$ cat config.mk
export PLATFORM = sky130hd
export DESIGN_NAME = mlp_layer_sequencer_flat
export DESIGN_NICKNAME = d
export VERILOG_FILES = /design/src/rtl/mlp_layer_sequencer_if.sv /design/src/rtl/mlp_layer_sequencer.sv /design/src/flat_wrapper.sv
export SDC_FILE = /design/constraint.sdc
export NUM_CORES = 1
export LEC_CHECK = 0
export ABC_CLOCK_PERIOD_IN_PS = 3100
export CAP_MARGIN = 20
export CELL_PAD_IN_SITES_DETAIL_PLACEMENT = 0
export CELL_PAD_IN_SITES_GLOBAL_PLACEMENT = 2
export CORE_ASPECT_RATIO = 1.75
export CORE_UTILIZATION = 25
export CTS_CLUSTER_DIAMETER = 200
export DETAILED_ROUTE_END_ITERATION = 12
export PLACE_DENSITY = 0.95
export SYNTH_ARGS = -nofsm -noshare
export SYNTH_HDL_FRONTEND = slang
export SYNTH_SLANG_ARGS = --single-unit
$ cat constraint.sdc
create_clock -name clk -period 3.1 [get_ports clk]
set_input_delay 0.62 -clock clk [delete_from_list [all_inputs] [get_ports clk]]
set_output_delay 0.62 -clock clk [all_outputs]
set_load 0.1 [all_outputs]
$ cat src/rtl/mlp_layer_sequencer_if.sv
// ---------------------------------------------------------------------------
// mlp_layer_sequencer_if
// Bundles the sequencer's request, neuron-array and result ports.
//   master : the sequencer itself (drives control, activations and result)
//   slave  : the surrounding system (requester, neuron array, consumer)
// Vectors are packed as [element][bit]; element i is vec[i].
// ---------------------------------------------------------------------------
interface mlp_layer_sequencer_if #(
  parameter int N     = 4,
  parameter int M     = 3,
  parameter int WIDTH = 16
) ();

  // Request side
  logic                              start;
  logic signed [N-1:0][WIDTH-1:0]    x_in;
  logic                              busy;

  // Neuron-array side
  logic [$clog2(M)-1:0]              layer_addr;
  logic                              layer_start;
  logic signed [N-1:0][WIDTH-1:0]    act_out;
  logic                              layer_done;
  logic signed [N-1:0][WIDTH-1:0]    y_layer;

  // Result side
  logic                              out_valid;
  logic                              out_ready;
  logic signed [N-1:0][WIDTH-1:0]    result;
  logic                              done;
  logic                              error;

  modport master (
    input  start, x_in, layer_done, y_layer, out_ready,
    output busy, layer_addr, layer_start, act_out, out_valid, result, done, error
  );

  modport slave (
    output start, x_in, layer_done, y_layer, out_ready,
    input  busy, layer_addr, layer_start, act_out, out_valid, result, done, error
  );

endinterface

$ cat src/rtl/mlp_layer_sequencer.sv
// ---------------------------------------------------------------------------
// mlp_layer_sequencer
// Steps a fully-connected network through layers 0..M-1. The input vector is
// latched on start, each layer is kicked with a one-cycle layer_start, and the
// neuron array's outputs replace the activation register when layer_done
// arrives. After the last layer the activation register is offered on a
// valid/ready port; done pulses for one cycle after the handshake.
//
// Optional feature: define LAYER_TIMEOUT_EN to add a per-layer watchdog that
// aborts to IDLE with a one-cycle error pulse when a layer takes TIMEOUT
// WAIT cycles without layer_done. Without it, WAIT waits indefinitely and
// error is constant 0.
//
// All outputs decode registered state only; no input reaches an output
// combinationally.
// ---------------------------------------------------------------------------
module mlp_layer_sequencer #(
  parameter int N       = 4,
  parameter int M       = 3,
  parameter int WIDTH   = 16,
  parameter int TIMEOUT = 255
) (
  input  logic                 clk,
  input  logic                 rst_n,
  mlp_layer_sequencer_if.master bus
);

  localparam int AW = $clog2(M);
  localparam logic [AW-1:0] LAST_LAYER = AW'(M - 1);

  // Elaboration-time parameter sanity checks
  if (M < 2) begin : g_bad_m
    $error("mlp_layer_sequencer: M must be at least 2");
  end
  if (TIMEOUT < 1) begin : g_bad_timeout
    $error("mlp_layer_sequencer: TIMEOUT must be at least 1");
  end

  // FSM encoding
  localparam logic [1:0] S_IDLE = 2'd0;
  localparam logic [1:0] S_RUN  = 2'd1;
  localparam logic [1:0] S_WAIT = 2'd2;
  localparam logic [1:0] S_OUT  = 2'd3;

  logic [1:0]                     state_q;
  logic [AW-1:0]                  addr_q;
  logic signed [N-1:0][WIDTH-1:0] act_q;
  logic                           done_q;
  logic                           error_q;
  logic                           wd_expire;

`ifdef LAYER_TIMEOUT_EN
  localparam int CW = ($clog2(TIMEOUT + 1) > 8) ? $clog2(TIMEOUT + 1) : 8;

  logic [CW-1:0] wd_cnt_q;

  // Watchdog: cleared in RUN so every WAIT entry starts from zero, then
  // counts WAIT cycles; wd_cnt_q == k-1 during the k-th WAIT cycle.
  always_ff @(posedge clk or negedge rst_n) begin
    if (!rst_n) begin
      wd_cnt_q <= '0;
    end else if (state_q == S_RUN) begin
      wd_cnt_q <= '0;
    end else if (state_q == S_WAIT) begin
      wd_cnt_q <= wd_cnt_q + CW'(1);
    end
  end

  // Abort at the end of the TIMEOUT-th WAIT cycle unless the layer finished.
  assign wd_expire = (state_q == S_WAIT) && !bus.layer_done &&
                     (wd_cnt_q == CW'(TIMEOUT - 1));
`else
  assign wd_expire = 1'b0;
`endif

  // Main sequencer: state, layer address, activation register and pulses.
  always_ff @(posedge clk or negedge rst_n) begin
    if (!rst_n) begin
      state_q <= S_IDLE;
      addr_q  <= '0;
      // NOTE: act_q is a plain register bank, not a RAM, so it takes a reset
      // value; a reset mid-run must leave act_out/result at zero.
      act_q   <= '0;
      done_q  <= 1'b0;
      error_q <= 1'b0;
    end else begin
      // NOTE: non-blocking assignments everywhere in this block so every
      // branch sees the pre-edge values of state_q/addr_q; blocking here
      // would make the increment and the last-layer compare order-dependent.
      done_q  <= 1'b0;
      error_q <= 1'b0;
      case (state_q)
        S_IDLE: begin
          if (bus.start) begin
            act_q   <= bus.x_in;
            addr_q  <= '0;
            state_q <= S_RUN;
          end
        end
        S_RUN: begin
          state_q <= S_WAIT;
        end
        S_WAIT: begin
          if (bus.layer_done) begin
            act_q <= bus.y_layer;
            if (addr_q == LAST_LAYER) begin
              state_q <= S_OUT;
            end else begin
              addr_q  <= addr_q + AW'(1);
              state_q <= S_RUN;
            end
          end else if (wd_expire) begin
            // act_q and addr_q are deliberately left as they were at abort.
            state_q <= S_IDLE;
            error_q <= 1'b1;
          end
        end
        S_OUT: begin
          if (bus.out_ready) begin
            state_q <= S_IDLE;
            done_q  <= 1'b1;
          end
        end
        default: begin
          state_q <= S_IDLE;
        end
      endcase
    end
  end

  // Moore outputs decoded from registered state.
  assign bus.busy        = (state_q != S_IDLE);
  assign bus.layer_start = (state_q == S_RUN);
  assign bus.out_valid   = (state_q == S_OUT);
  assign bus.layer_addr  = addr_q;
  assign bus.act_out     = act_q;
  assign bus.result      = act_q;
  assign bus.done        = done_q;
  assign bus.error       = error_q;

endmodule

$ cat src/flat_wrapper.sv
// flat-port wrapper written by rule: the top's interface ports become plain ports
module mlp_layer_sequencer_flat 
#(
  parameter int N       = 4,
  parameter int M       = 3,
  parameter int WIDTH   = 16,
  parameter int TIMEOUT = 255
)
  (clk, rst_n, bus_start, bus_x_in, bus_layer_done, bus_y_layer, bus_out_ready, bus_busy, bus_layer_addr, bus_layer_start, bus_act_out, bus_out_valid, bus_result, bus_done, bus_error);
  mlp_layer_sequencer_if #(.N(N), .M(M), .WIDTH(WIDTH)) bus_i ();
  input  logic clk;
  input  logic rst_n;
  input wire logic [$bits(bus_i.start)-1:0] bus_start;
  input wire logic [$bits(bus_i.x_in)-1:0] bus_x_in;
  input wire logic [$bits(bus_i.layer_done)-1:0] bus_layer_done;
  input wire logic [$bits(bus_i.y_layer)-1:0] bus_y_layer;
  input wire logic [$bits(bus_i.out_ready)-1:0] bus_out_ready;
  output wire logic [$bits(bus_i.busy)-1:0] bus_busy;
  output wire logic [$bits(bus_i.layer_addr)-1:0] bus_layer_addr;
  output wire logic [$bits(bus_i.layer_start)-1:0] bus_layer_start;
  output wire logic [$bits(bus_i.act_out)-1:0] bus_act_out;
  output wire logic [$bits(bus_i.out_valid)-1:0] bus_out_valid;
  output wire logic [$bits(bus_i.result)-1:0] bus_result;
  output wire logic [$bits(bus_i.done)-1:0] bus_done;
  output wire logic [$bits(bus_i.error)-1:0] bus_error;
  assign bus_i.start = bus_start;
  assign bus_i.x_in = bus_x_in;
  assign bus_i.layer_done = bus_layer_done;
  assign bus_i.y_layer = bus_y_layer;
  assign bus_i.out_ready = bus_out_ready;
  assign bus_busy = bus_i.busy;
  assign bus_layer_addr = bus_i.layer_addr;
  assign bus_layer_start = bus_i.layer_start;
  assign bus_act_out = bus_i.act_out;
  assign bus_out_valid = bus_i.out_valid;
  assign bus_result = bus_i.result;
  assign bus_done = bus_i.done;
  assign bus_error = bus_i.error;
  mlp_layer_sequencer #(.N(N), .M(M), .WIDTH(WIDTH), .TIMEOUT(TIMEOUT)) u_core (.clk(clk), .rst_n(rst_n), .bus(bus_i));
endmodule
# Word level (Yosys, flattened, before mapping)

Index checks and enable logic that the tools add are counted.

Register bits: 69
Output and inout port bits: 135
Logic and storage cells: 36

Add/subtract/negate cells: 1
Equality and inequality tests: 8
Multiplexer cells: 14
Reductions and logical operators: 6

Operator list:

| operator            | count |
|---|---|
| $mux 64             | 2 |
| $pmux 64 s2         | 1 |
| $mux 2              | 7 |
| $ne 2x2->1 const B  | 4 |
| $pmux 2 s4          | 1 |
| $eq 2x2->1 const B  | 3 |
| $reduce_and 3->1    | 2 |
| $pmux 2 s2          | 1 |
| $reduce_and 4->1    | 1 |
| $reduce_bool 2->1   | 2 |
| $add 2x1->2 const B | 1 |
| $eq 2x1->1 const B  | 1 |
| $logic_not 2->1     | 1 |
| $mux 1              | 2 |

# Longest topological paths before layout

Word-level depth: 4
Gate-level depth with buffers: 6
Gate-level depth less buffers: 5

# Worst setup path before layout

Ideal clock, no wire load.

Kind: flip-flop to output port
Start: register u_core.state_q[0]
End: output bus_layer_start
Arrival time: 1941 ps
Data required time: 2480 ps
Setup slack: 539 ps
Cell stages (with the launch flop): 3
Cell sequence: dfrtp_1 buf_2 nor2b_1

Longest elaborated chain between the ends: 1

RTL lines:

| item                   | RTL line                   | RTL |
|---|---|---|
| from (decl)            | mlp_layer_sequencer.sv:45  | `logic [1:0] state_q;` |
| from (signal assigned) | mlp_layer_sequencer.sv:79  | `state_q <= S_IDLE;` |
| from (signal assigned) | mlp_layer_sequencer.sv:97  | `state_q <= S_RUN;` |
| from (signal assigned) | mlp_layer_sequencer.sv:101 | `state_q <= S_WAIT;` |
| $eq 2x1->1             | mlp_layer_sequencer.sv:133 | `assign bus.layer_start = (state_q == S_RUN);` |
| to (decl)              | flat_wrapper.sv:20         | `output wire logic [$bits(bus_i.layer_start)-1:0] bus_layer_start;` |

Every way passes these cells.

# Worst setup path after layout

Start: register u_core.state_q[0]
End: output bus_busy

Longest elaborated chain between the ends: 1

RTL lines:

| item              | RTL line                   | RTL |
|---|---|---|
| $reduce_bool 2->1 | mlp_layer_sequencer.sv:132 | `assign bus.busy = (state_q != S_IDLE);` |
| to (decl)         | flat_wrapper.sv:18         | `output wire logic [$bits(bus_i.busy)-1:0] bus_busy;` |

Every way passes these cells.

==> metrics.txt <==
gr usage total=approximately 12%; number of diodes=0; IO buf count=approximately 270; placed wire-length estimate=about 8500 um; Compound-Gate Fraction of Synth Area=less than 1%; sequential share of the synthesized area=38.81%; Final setup viols=0; vias in the first global route=roughly 3,000; htree depth=3; GR Layer Usage met1=a little under an eighth; Clock Skews=between 5 and 6 ps; initial DRC count=between 60 and 70; Vias/cell=between 4 and 5; core area=~0.017 mm^2; Synth-to-Final Area Change=52.08%; fraction of synthesized cell area in xor and xnor cells=0%; later-pin clock latency in the skew report=~320 ps; Worst-Margin Slew=between 800 and 900 ps; main combinational cell family by area after synthesis=multiplexers; final hold slack=approximately 400 ps; worst r2r src=u_core.state_q[1]; DIE AREA=0.01836 mm^2; R2R Setup Slk=around 1200 ps; final hold violation count=0; Die X=roughly 100 um; Slew Limit Fails=0; hold buffers post-CTS=0; routability cong.=0.7175; Setup TNS Final=0 ps; max_cap viols=0; post_cts resized=0; Post-synth EDFFs=0; ys flop type=dfrtp_1; DRT Pass-1 Iters=4; Critical Path, Cell by Cell=or2_2 -> buf_4; Syn Inst Count=302; Post-synth top cells=mux2_4, buf_4, dfrtp_1, mux2_2, buf_8; post-route clock period utilization=65.91%; proportion of synthesized area in mux cells=a little over two fifths; final core utilization=around two fifths; Setup WS post-layout=around 1100 ps; Final min period=2043 ps; reg2reg end=u_core.bus.act_out[0]; clock sink count=just under 70; Die Y=about 180 um; critical path startpoint category=flip-flop; global-route wire length before repair=15,920 um; Top Usage Layer GRT=met2; worst-case reg-to-reg path depth=4; clk slew on worst S/H paths=~60 ps; fraction of registers with async set or reset after synthesis=100.0%; critical path peak fanout=11; max incr delay on CP=520 ps; status=complete, no violations; vias after detailed routing=just under 3,000; initial core utilization=between 20 and 30%; yosys warns=0; post-CTS setup buffer count=0; remaining antenna violation count after routing=0; CP arrival=between 1000 and 1500 ps; post-layout net count=between 600 and 700; worst path required time=between 2000 and 2500 ps; Wirelength per Cell=about 15 um; Crit Path Class=flip-flop to output pin; cell taking the most area after synthesis=mux2_4; fmax=489.4 MHz; grt met2 use=a little under a quarter; Min-Delay Path Class=primary input to async pin; Synth Area in Adders=less than 1%; CTS tree=done; mapped cell area=around 0.0044 mm^2; CP Capture Type=output pin; CTS Buf Count=9; end of the critical path=bus_busy; pre-CTS WS=between 700 and 800 ps; Syn Nets=roughly 440; Mean Syn Cell Area=about 15 um^2; largest net degree at the start of global routing=70; met3 Use GR=approximately 2.2%; library cells used by synthesis=25; cell row count=between 60 and 70; layout cell share with drive strength beyond 1=a little under three fifths; area share of the largest cell type after synthesis=40.49%; antenna violations before repair=0; crit path launch=u_core.state_q[0]; Longest Clk Path Bufs=2; top cells by area, synth=mux2_4, dfrtp_1, buf_4; Ports=around 270; Relative slew margins=around two fifths; Crit-path slowest cell=dfrtp_1; final WL=between 10,000 and 15,000 um; most frequent cell after synthesis=mux2_4; DRC viols=0; total congestion overflow=0; RSZ-0062 raised after global routing=no; flip-flop and latch count after synthesis=roughly 70; CTS root buf=clkbuf_16; Synth Area in Simple Gates=~1.6%
-- registers in the layout (all words and copies together), names as in the netlist --
register	count
u_core.bus.act_out	64
u_core.bus.done	1
u_core.bus.layer_addr	2
u_core.state_q	2
-- final cells by class --
type / instances / area [um^2]
inverter: 3 / 11.26
timing repair buffer: 269 / 2372
fill: 1655 / 10690
sequential: 69 / 1727
clock buffer: 11 / 242.7
clock inverter: 4 / 72.57
multi-input combinational: 150 / 2052
tap: 231 / 289.0
-- cells by family (layout without fill, tap and decap cells) --
family / Yosys count / count (layout)
muxes: 131 / 131
other: 1 / 1
AOI/OAI and AO/OA: 5 / 5
DFF: 69 / 69
buffers and inverters: 83 / 287
and+or+nand+nor: 12 / 12
adders and majority gates: 1 / 1
-- cell usage in the layout (no fill, tap or decap), types with 2 or more instances in the layout --
master	synthesis	routed
buf_4	71	136
clkdlybuf4s50_1	0	131
mux2_4	120	120
dfrtp_1	69	69
clkbuf_16	0	9
mux2_2	8	8
inv_1	3	3
nand2_1	3	3
nor2_1	3	3
mux2i_1	2	2
o21ai_0	2	2
bufinv_16	0	2
buf_12	1	2
-- how the worst min path moves through the flow --
stage	startpoint	endpoint	slack, ps	cells past startpoint
after floorplan	rst_n	u_core.bus.act_out[0]	320	0
after global placement	u_core.bus.act_out[1]	u_core.bus.act_out[1]	530	1
after detailed placement	u_core.bus.act_out[22]	u_core.bus.act_out[22]	530	1
after CTS	rst_n	u_core.bus.act_out[49]	440	1
after global routing	rst_n	u_core.bus.act_out[49]	480	1
final	rst_n	u_core.bus.act_out[49]	400	1
-- critical path, delay by kind of cell (launching register included) --
family,cells,cell delay [ps]
buffers and inverters,1,230
DFF,1,520
and+or+nand+nor,1,350
-- through the flow --
stage / instances / instance area [um^2]
after floorplan: 302 / 4449
after global placement: 722 / 6451
after detailed placement: 722 / 6451
after CTS: 737 / 6766
after global routing: 737 / 6766
final: 737 / 6766
-- metal layers --
layer / routed length, um / part of all wire, %
met5: 0 / 0
met3: 602 / 5.4
met4: 172 / 1.6
met2: 6330 / 57
met1: 3977 / 36
Power is left out: the tool's default activity adds up to more than one toggle a clock period on the data nets, which glitch-free logic cannot reach.
